==> src/rtl/fpg8_pkg.sv <==
// Shared constants for the debug UART: ASCII codes, frame length, FSM encoding
// and the nibble-to-hex-character helper.
package fpg8_pkg;

  localparam logic [7:0] ASCII_SPACE = 8'h20;
  localparam logic [7:0] ASCII_CR    = 8'h0D;
  localparam logic [7:0] ASCII_LF    = 8'h0A;
  localparam logic [7:0] ASCII_ZERO  = 8'h30;
  localparam logic [7:0] ASCII_A     = 8'h41;

  localparam int FRAME_LEN = 11;

  localparam logic [1:0] ST_IDLE  = 2'd0;
  localparam logic [1:0] ST_START = 2'd1;
  localparam logic [1:0] ST_DATA  = 2'd2;
  localparam logic [1:0] ST_STOP  = 2'd3;

  function automatic logic [7:0] hex_ascii(input logic [3:0] n);
    if (n < 4'd10) return ASCII_ZERO + {4'h0, n};
    else           return ASCII_A + {4'h0, n - 4'd10};
  endfunction

endpackage

==> src/rtl/uart_tx_byte.sv <==
// 8N1 byte serialiser. A start seen on the final stop-bit cycle chains the
// next byte with no idle gap, which is how a multi-byte frame stays contiguous.
module uart_tx_byte
  import fpg8_pkg::*;
#(
  parameter int BAUD_DIV = 104
) (
  input  logic       clk,
  input  logic       reset,
  input  logic       start,
  input  logic [7:0] data,
  output logic       tx,
  output logic       done
);

  localparam int CW = (BAUD_DIV > 2) ? $clog2(BAUD_DIV) : 1;

  logic [1:0]    state_reg;
  logic [CW-1:0] baud_cnt_reg;
  logic [2:0]    bit_cnt_reg;
  logic [7:0]    shift_reg;
  logic          baud_last;

  assign baud_last = (baud_cnt_reg == CW'(BAUD_DIV - 1));
  assign done      = (state_reg == ST_STOP) && baud_last;

  always_comb begin
    tx = 1'b1;
    if (state_reg == ST_START)     tx = 1'b0;
    else if (state_reg == ST_DATA) tx = shift_reg[0];
  end

  always_ff @(posedge clk or negedge reset) begin
    if (!reset) begin
      state_reg    <= ST_IDLE;
      baud_cnt_reg <= '0;
      bit_cnt_reg  <= '0;
      shift_reg    <= '0;
    end else begin
      if (state_reg != ST_IDLE) begin
        baud_cnt_reg <= baud_last ? '0 : baud_cnt_reg + 1'b1;
      end
      case (state_reg)
        ST_IDLE: begin
          baud_cnt_reg <= '0;
          if (start) begin
            state_reg <= ST_START;
            shift_reg <= data;
          end
        end
        ST_START: begin
          if (baud_last) begin
            state_reg   <= ST_DATA;
            bit_cnt_reg <= '0;
          end
        end
        ST_DATA: begin
          if (baud_last) begin
            shift_reg <= {1'b0, shift_reg[7:1]};
            if (bit_cnt_reg == 3'd7) state_reg <= ST_STOP;
            else                     bit_cnt_reg <= bit_cnt_reg + 3'd1;
          end
        end
        default: begin
          if (baud_last) begin
            if (start) begin
              state_reg <= ST_START;
              shift_reg <= data;
            end else begin
              state_reg <= ST_IDLE;
            end
          end
        end
      endcase
    end
  end

endmodule

==> src/rtl/debug_uart_tx.sv <==
// Debug trace UART: on each CPU step edge, sends "PPPP DDDD\r\n" (PC and
// display register in hex). Edges arriving mid-frame are dropped and flagged.
module debug_uart_tx
  import fpg8_pkg::*;
#(
  parameter int BAUD_DIV = 104
) (
  input  logic        clk,
  input  logic        reset,
  input  logic        step,
  input  logic [15:0] pc_in,
  input  logic [15:0] disp_in,
  output logic        tx,
  output logic        busy,
  output logic        overrun
);

  generate
    if (BAUD_DIV < 2) begin : g_bad_baud
      $error("debug_uart_tx: BAUD_DIV must be at least 2");
    end
  endgenerate

  logic        sync1_reg, sync2_reg, sync_prev_reg;
  logic        step_edge;
  logic [15:0] pc_snap_reg, disp_snap_reg;
  logic        busy_reg, overrun_reg, launch_reg;
  logic [3:0]  byte_idx_reg;
  logic [3:0]  start_idx;
  logic [7:0]  byte_sel;
  logic        byte_start, byte_done, more_bytes;

  assign step_edge  = sync2_reg && !sync_prev_reg;
  assign more_bytes = (byte_idx_reg < 4'(FRAME_LEN - 1));
  assign byte_start = launch_reg || (byte_done && more_bytes);
  // The byte module latches data as it starts, so select the index being started.
  assign start_idx  = launch_reg ? 4'd0 : byte_idx_reg + 4'd1;
  assign busy       = busy_reg;
  assign overrun    = overrun_reg;

  always_comb begin
    byte_sel = ASCII_LF;
    case (start_idx)
      4'd0:  byte_sel = hex_ascii(pc_snap_reg[15:12]);
      4'd1:  byte_sel = hex_ascii(pc_snap_reg[11:8]);
      4'd2:  byte_sel = hex_ascii(pc_snap_reg[7:4]);
      4'd3:  byte_sel = hex_ascii(pc_snap_reg[3:0]);
      4'd4:  byte_sel = ASCII_SPACE;
      4'd5:  byte_sel = hex_ascii(disp_snap_reg[15:12]);
      4'd6:  byte_sel = hex_ascii(disp_snap_reg[11:8]);
      4'd7:  byte_sel = hex_ascii(disp_snap_reg[7:4]);
      4'd8:  byte_sel = hex_ascii(disp_snap_reg[3:0]);
      4'd9:  byte_sel = ASCII_CR;
      default: byte_sel = ASCII_LF;
    endcase
  end

  always_ff @(posedge clk or negedge reset) begin
    if (!reset) begin
      sync1_reg     <= 1'b0;
      sync2_reg     <= 1'b0;
      sync_prev_reg <= 1'b0;
      pc_snap_reg   <= '0;
      disp_snap_reg <= '0;
      busy_reg      <= 1'b0;
      overrun_reg   <= 1'b0;
      launch_reg    <= 1'b0;
      byte_idx_reg  <= '0;
    end else begin
      sync1_reg     <= step;
      sync2_reg     <= sync1_reg;
      sync_prev_reg <= sync2_reg;
      launch_reg    <= 1'b0;
      if (step_edge && !busy_reg) begin
        pc_snap_reg   <= pc_in;
        disp_snap_reg <= disp_in;
        busy_reg      <= 1'b1;
        launch_reg    <= 1'b1;
        byte_idx_reg  <= '0;
      end else if (step_edge) begin
        overrun_reg <= 1'b1;
      end
      if (byte_done) begin
        if (more_bytes) begin
          byte_idx_reg <= byte_idx_reg + 4'd1;
        end else begin
          byte_idx_reg <= '0;
          busy_reg     <= 1'b0;
        end
      end
    end
  end

  uart_tx_byte #(.BAUD_DIV(BAUD_DIV)) u_byte (
    .clk   (clk),
    .reset (reset),
    .start (byte_start),
    .data  (byte_sel),
    .tx    (tx),
    .done  (byte_done)
  );

endmodule

==> config.mk <==
export PLATFORM = sky130hd
export DESIGN_NAME = debug_uart_tx
export DESIGN_NICKNAME = d
export VERILOG_FILES = /design/src/rtl/fpg8_pkg.sv /design/src/rtl/uart_tx_byte.sv /design/src/rtl/debug_uart_tx.sv
export SDC_FILE = /design/constraint.sdc
export NUM_CORES = 1
export LEC_CHECK = 0
export ABC_CLOCK_PERIOD_IN_PS = 3000
export CORE_UTILIZATION = 58
export DETAILED_ROUTE_END_ITERATION = 8
export PLACE_DENSITY = 0.82
export RECOVER_POWER = 25
export SYNTH_ARGS = -nofsm -noshare
export SYNTH_HDL_FRONTEND = slang
export SYNTH_SLANG_ARGS = --single-unit
export TNS_END_PERCENT = 50
==> constraint.sdc <==
create_clock -name clk -period 3 [get_ports clk]
set_clock_uncertainty 0.05 [all_clocks]
set_input_delay 0.45 -clock clk [delete_from_list [all_inputs] [get_ports clk]]
set_output_delay 0.45 -clock clk [all_outputs]
set_load 0.01 [all_outputs]
==> run summary, run 1 <==
Max Freq = 0.374 GHz
Via density = 6.15
largest net degree at the start of global routing = 62
DR WL met3 = 431 µm
Int Pwr = 1700 µW
average cell area after synthesis = 8.93 µm²
worst path arrival time = 2830 ps
Slew Viols, Final = 62
outcome = finished with violations
Ports = 38
worst-margin pin slew = 1530 ps
hold-fix buffers at CTS = 0
Highest Signal Layer = met4
TritonCTS clock tree = yes
main area contributors after synthesis = dfrtp_1 (36%), ha_1 (9.6%), o21ai_0 (5.3%)
Layout Nets = 571
Post-Place Cells = 589
total wire length = 9740 µm
Max-slew headroom = -2.25%
crit path max fanout = 13
Setup Fix Bufs, Post-CTS = 0
Detailed Routing Iterations Pass 1 = 6
proportion of layout cells with a drive suffix above 1 = 9.43%
sequential-to-total area share from yosys stat = 36.5%
post-synth top area cell = dfrtp_1
synthesized instance count = 469
Rows = 30
fin crit period = 2670 ps
Worst Setup End Kind = flip-flop
H-tree Lvls = 3
Metal-1 WL = 4260 µm
most instantiated cells after synthesis = dfrtp_1 (61), nand2_1 (49), o21ai_0 (44)
top cell type's share of synthesized area = 36.5%
Placeable Area = 6870 µm²
synthesized area = 4190 µm²
antenna violations before repair = 0
PortBufs = 37
first-pass GRT wire length = 16100 µm
MaxCap Viol Count = 1
WL met2 = 4860 µm
Final Wtd Congestion = 0.977
Leak Pwr = 0.00203 µW
Root Driver = clkbuf_8
Final HPWL DP = 7300 µm
share of power burned in registers = 43.1%
critical setup path kind = flip-flop to flip-flop
Area Growth Syn to Fin = 15.2%
switching pwr = 971 µW
RSZ-0062 raised after global routing = no
die span in y = 87.0 µm
Die ar. = 7560 µm²
non-filler cells in the finished layout = 605
DR vias = 3718
Final Setup Violations = 0
Final Hold Vio Count = 0
Comb pwr share = 32.1%
Max clock buf depth = 2
power per standard cell area = 554 nW/µm²
ys flop type = dfrtp_1
count leader, synth = dfrtp_1
ys async rst share = 100%
failing checks = capacitance limit, slew limit
Worst-Skew Late Latency = 340 ps
Remaining Overflow, GRT = 0
Ys Warns = 0
data required time at the worst endpoint = 3160 ps
Initial Util = 61.0%
flop and latch count out of synthesis = 61
Resized Gates After CTS = 0
Clock Power Share = 24.8%
sw frac = 36.3%
die width = 87.0 µm
setup slack after layout = 330 ps
TritonCTS Sinks = 61
number of global-route vias before repair = 3482
Tcrit/Tclk final = 89.0%
CP startpoint kind = flip-flop
Iter 0 DRT Violations = 233
DP Worst Slack = 392 ps
Filler Cells Inserted = 575
TritonCTS buffer count = 9
Post-synth EDFFs = 0
DRC viols = 0
Max VDD drop = 0.297 mV
clock transition at the registers of the reported paths = 70 ps
GRT Util Overall = 27.5%
Ant. Diodes = 0
DR WL/cell = 16.1 µm
Total Neg Setup Slack = 0 ps
Antenna Nets Post-Route = 0
Synth cell types = 59
worst hold path type = flip-flop to flip-flop
syn_nets = 536
==> area by class of cell <==
cell class | instances | area, µm² | area share, %
Clock buffer | 9 | 124 | 2.57
Clock inverter | 7 | 52.6 | 1.09
Inverter | 28 | 105 | 2.18
Multi-Input combinational cell | 360 | 2480 | 51.4
Sequential cell | 61 | 1530 | 31.6
Tap cell | 96 | 120 | 2.49
Timing Repair Buffer | 44 | 415 | 8.61
==> layer usage <==
metal	track usage [%]	vias to the layer above
met4	10.8	0
met3	4.93	20
met2	47.7	127
met1	33.9	1785
met5	0	-
li1	-	1786
==> stage by stage <==
stage          utilization [%]  total power [µW]  area (µm²)  hold slack, ps
2_1_floorplan                -              1750        4190             104
3_3_place_gp              67.7              1980        4650             287
3_5_place_dp              67.7              2020        4650             286
4_1_cts                   70.3              2680        4830             241
5_1_grt                   70.2              2850        4820             311
6_report                  70.2              2670        4820             301
==> worst max-delay path: stages (launching register included) <==
cell and delay, ps:
dfrtp_1 490, ha_1 610, nor2b_1 110, nor2_1 440, nor3_1 130, a211o_1 260
a221oi_1 330, a31oi_1 120
==> kinds of logic (layout without fill, tap and decap cells) <==
group	Yosys count	count (layout)	share of synthesized area, %
mux	16	16	4.27
compound gates	148	148	23.0
simple gates	137	137	16.6
flops	61	61	36.5
buf+inv	48	88	4.51
xor+xnor	27	27	5.65
fa+ha+maj	32	32	9.56
==> cell usage in the layout, fill, tap and decap left out, types with 3 or more instances in the layout <==
master	n
clkinvlp_4	4
a32oi_1	3
xnor2_1	14
nor2b_1	6
clkdlybuf4s50_1	35
nand3b_1	3
xor2_1	13
a31oi_1	11
o21ai_0	44
nor2_1	18
ha_1	32
buf_4	6
a21o_1	4
a221oi_1	4
o22ai_1	10
a21oi_1	31
inv_1	28
mux2_2	15
nand2b_1	6
nor3_1	12
dfrtp_1	61
o31ai_1	3
nand2_1	49
nand3_1	14
and3_1	11
clkbuf_8	9
a211oi_1	4
a22oi_1	7
==> power groups by stage <==
| stage | Combinational, µW | Sequential (µW) | Clock [µW] |
|---|---|---|---|
| 3_3_place_gp | 819 | 1160 | 0 |
| 4_1_cts | 857 | 1150 | 672 |
| 6_report | 857 | 1150 | 663 |
| 5_1_grt | 959 | 1180 | 713 |
| 3_5_place_dp | 853 | 1160 | 0 |
| 2_1_floorplan | 635 | 1120 | 0 |
==> path summary, 6_finish.rpt <==
check / start / cells after the start / slack (ps) / endpoint
worst min-delay path: sync1_reg / 0 / 300 / sync2_reg
min in group asynchronous: reset / 2 / 490 / busy
max in group asynchronous: reset / 2 / 1460 / pc_snap_reg[1]
worst min register to register: sync1_reg / 0 / 300 / sync2_reg
worst max-delay path: byte_idx_reg[1] / 7 / 330 / u_byte.shift_reg[1]
worst max register to register: byte_idx_reg[1] / 7 / 330 / u_byte.shift_reg[1]
Note: power is estimated with default switching activity, not from simulation.
==> inputs of run 2 (changes only) <==
--- a/config.mk
+++ b/config.mk
@@ -5,10 +5,11 @@
 export SDC_FILE = /design/constraint.sdc
 export NUM_CORES = 1
 export LEC_CHECK = 0
+export ABC_AREA = 1
 export ABC_CLOCK_PERIOD_IN_PS = 3000
-export CORE_UTILIZATION = 58
+export CORE_UTILIZATION = 59
 export DETAILED_ROUTE_END_ITERATION = 8
-export PLACE_DENSITY = 0.82
+export PLACE_DENSITY = 0.83
 export RECOVER_POWER = 25
 export SYNTH_ARGS = -nofsm -noshare
 export SYNTH_HDL_FRONTEND = slang
==> run summary, run 2 <==
worst path arrival time = 2170 ps (was 2830 ps)
Via density = 5.31 (was 6.15)
flop and latch count out of synthesis = 61 (unchanged)
fin crit period = 2670 ps (about the same)
Ports = 38 (unchanged)
Max Freq = 0.374 GHz (about the same)
Tcrit/Tclk final = 89.1% (was 89.0%)
GRT Util Overall = 28.4% (was 27.5%)
DP Worst Slack = 689 ps (was 392 ps)
Final Setup Violations = 0 (unchanged)
Final Wtd Congestion = 0.901 (was 0.977)
Filler Cells Inserted = 582 (was 575)
Ant. Diodes = 0 (unchanged)
H-tree Lvls = 3 (unchanged)
number of global-route vias before repair = 3851 (was 3482)
post-synth top area cell = dfrtp_1 (unchanged)
DR WL/cell = 12.7 µm (was 16.1 µm)
Max-slew headroom = 1.55% (was -2.25%)
worst hold path type = flip-flop to flip-flop (unchanged)
Max clock buf depth = 2 (unchanged)
Layout Nets = 698 (was 571)
Iter 0 DRT Violations = 284 (was 233)
Final Hold Vio Count = 0 (unchanged)
die span in y = 87.0 µm (about the same)
main area contributors after synthesis = dfrtp_1 (36%), nand2_1 (14%), ha_1 (9.4%) (was dfrtp_1 (36%), ha_1 (9.6%), o21ai_0 (5.3%))
ys flop type = dfrtp_1 (unchanged)
TritonCTS buffer count = 9 (unchanged)
ys async rst share = 100% (unchanged)
power per standard cell area = 619 nW/µm² (was 554 nW/µm²)
die width = 87.0 µm (about the same)
outcome = finished clean (was finished with violations)
non-filler cells in the finished layout = 732 (was 605)
count leader, synth = nand2_1 (was dfrtp_1)
post-route total power = 3040 µW (was 2670 µW)
Storage cell area = 1530 µm² (unchanged)
Remaining Overflow, GRT = 0 (unchanged)
Worst Setup End Kind = output port (was flip-flop)
Synth cell types = 39 (was 59)
Rows = 30 (unchanged)
TritonCTS clock tree = yes (unchanged)
synthesized instance count = 594 (was 469)
RSZ-0062 raised after global routing = no (unchanged)
sequential-to-total area share from yosys stat = 35.8% (was 36.5%)
synthesized area = 4260 µm² (was 4190 µm²)
largest net degree at the start of global routing = 62 (unchanged)
flop-to-flop setup slack = 700 ps (was 330 ps)
most instantiated cells after synthesis = nand2_1 (163), nor2_1 (69), inv_1 (68) (was dfrtp_1 (61), nand2_1 (49), o21ai_0 (44))
Detailed Routing Iterations Pass 1 = 4 (was 6)
Die ar. = 7560 µm² (about the same)
crit path max fanout = 10 (was 13)
clock transition at the registers of the reported paths = 60 ps (was 70 ps)
average cell area after synthesis = 7.17 µm² (was 8.93 µm²)
worst-margin pin slew = 1480 ps (was 1530 ps)
Total Neg Setup Slack = 0 ps (unchanged)
Antenna Nets Post-Route = 0 (unchanged)
area of the multi-input gates = 2390 µm² (was 2480 µm²)
Post-Place Cells = 716 (was 589)
Slew Viols, Final = 0 (was 62)
hold-fix buffers at CTS = 0 (unchanged)
Resized Gates After CTS = 0 (unchanged)
Area Growth Syn to Fin = 15.4% (was 15.2%)
Root Driver = clkbuf_8 (unchanged)
syn_nets = 661 (was 536)
MaxCap Viol Count = 0 (was 1)
leading cell type in the layout, fill and taps excluded = nand2_1 (was dfrtp_1)
Initial Util = 62.0% (was 61.0%)
Leak Pwr = 0.00242 µW (was 0.00203 µW)
commonest non-fill, non-tap cells in the layout = nand2_1 (163), inv_1 (68), nor2_1 (68) (was dfrtp_1 (61), nand2_1 (49), o21ai_0 (44))
TritonCTS Sinks = 61 (unchanged)
top cell type's share of synthesized area = 35.8% (was 36.5%)
total wire length = 9320 µm (was 9740 µm)
first-pass GRT wire length = 16800 µm (was 16100 µm)
Ys Warns = 0 (unchanged)
Placeable Area = 6870 µm² (unchanged)
Worst-Skew Late Latency = 330 ps (was 340 ps)
antenna violations before repair = 0 (unchanged)
CP startpoint kind = flip-flop (unchanged)
critical setup path kind = flip-flop to output port (was flip-flop to flip-flop)
Max VDD drop = 0.335 mV (was 0.297 mV)
Post-synth EDFFs = 0 (unchanged)
PortBufs = 37 (unchanged)
DR vias = 3884 (was 3718)
Setup Fix Bufs, Post-CTS = 0 (unchanged)
proportion of layout cells with a drive suffix above 1 = 6.45% (was 9.43%)
setup slack after layout = 328 ps (was 330 ps)
data required time at the worst endpoint = 2500 ps (was 3160 ps)
Final HPWL DP = 6990 µm (was 7300 µm)
DRC viols = 0 (unchanged)
-- run 2: cell count changes in the layout (fill, tap and decap cells not counted), sizes merged, moves of 7 or more --
cell / before / now
nand3: 14 / 35
nor2: 18 / 75
xor2: 13 / 1
o21ai: 47 / 56
a22oi: 7 / 0
and3: 11 / 1
nand4: 1 / 17
inv: 28 / 71
a31oi: 11 / 0
mux2: 15 / 0
nor2b: 7 / 0
o22ai: 10 / 1
nand2: 49 / 167
-- run 2: cell type report --
cell class	count	area share (%)
Sequential cell	61	31.1
Multi-Input combinational cell	447	48.6
Clock buffer	12	3.16
Tap cell	96	2.44
Clock inverter	4	1.43
Inverter	73	5.63
Timing Repair Buffer	39	7.69
-- run 2: worst max-delay path: stages, from the launching register on --
cell             delay (ps)
dfrtp_1                 400
inv_1                   110
ha_1                    340
clkinv_1                310
nor2_1                  160
nor2_1                   50
clkdlybuf4s50_1         470
-- run 2: cell families (layout without fill, tap and decap cells) --
kind of cell | count (synthesis) | count (layout) | synth area share, %
buf+inv | 86 | 128 | 8.28
fa+ha+maj | 32 | 32 | 9.40
flops | 61 | 61 | 35.8
compound gates | 95 | 95 | 11.9
simple gates | 310 | 310 | 32.5
xor+xnor | 10 | 10 | 2.06
-- run 2: power breakdown --
part / switching, µW / leakage (µW) / internal, µW / total [µW]
Clock: 318 / 0.000116 / 511 / 828
Sequential: 138 / 0.000741 / 996 / 1130
Combinational: 647 / 0.00156 / 432 / 1080
Total: 1100 / 0.00242 / 1940 / 3040
-- run 2: through the flow --
| stage | hold WS, ps | util [%] | area (µm²) |
|---|---|---|---|
| final | 306 | 71.5 | 4910 |
| after global routing | 319 | 71.5 | 4910 |
| after CTS | 236 | 71.6 | 4920 |
| after floorplan | 104 | - | 4260 |
| after global placement | 291 | 68.3 | 4690 |
| after detailed placement | 299 | 68.3 | 4690 |
-- run 2: layer usage --
layer	vias to the layer above	global-route usage, %	routed length (µm)
met4	0	10.3	120
met1	1773	34.8	4080
met5	-	0	0
li1	2008	-	-
met3	12	6.16	476
met2	91	49.1	4640
-- run 2: worst paths after layout --
| path | startpoint | to | depth (start not counted) |
|---|---|---|---|
| worst min-delay path | sync1_reg | sync2_reg | 0 |
| max in group asynchronous | reset | pc_snap_reg[4] | 2 |
| worst max register to register | byte_idx_reg[0] | u_byte.shift_reg[0] | 9 |
| worst min register to register | sync1_reg | sync2_reg | 0 |
| worst max-delay path | u_byte.state_reg[0] | tx | 6 |
| min in group asynchronous | reset | disp_snap_reg[13] | 2 |
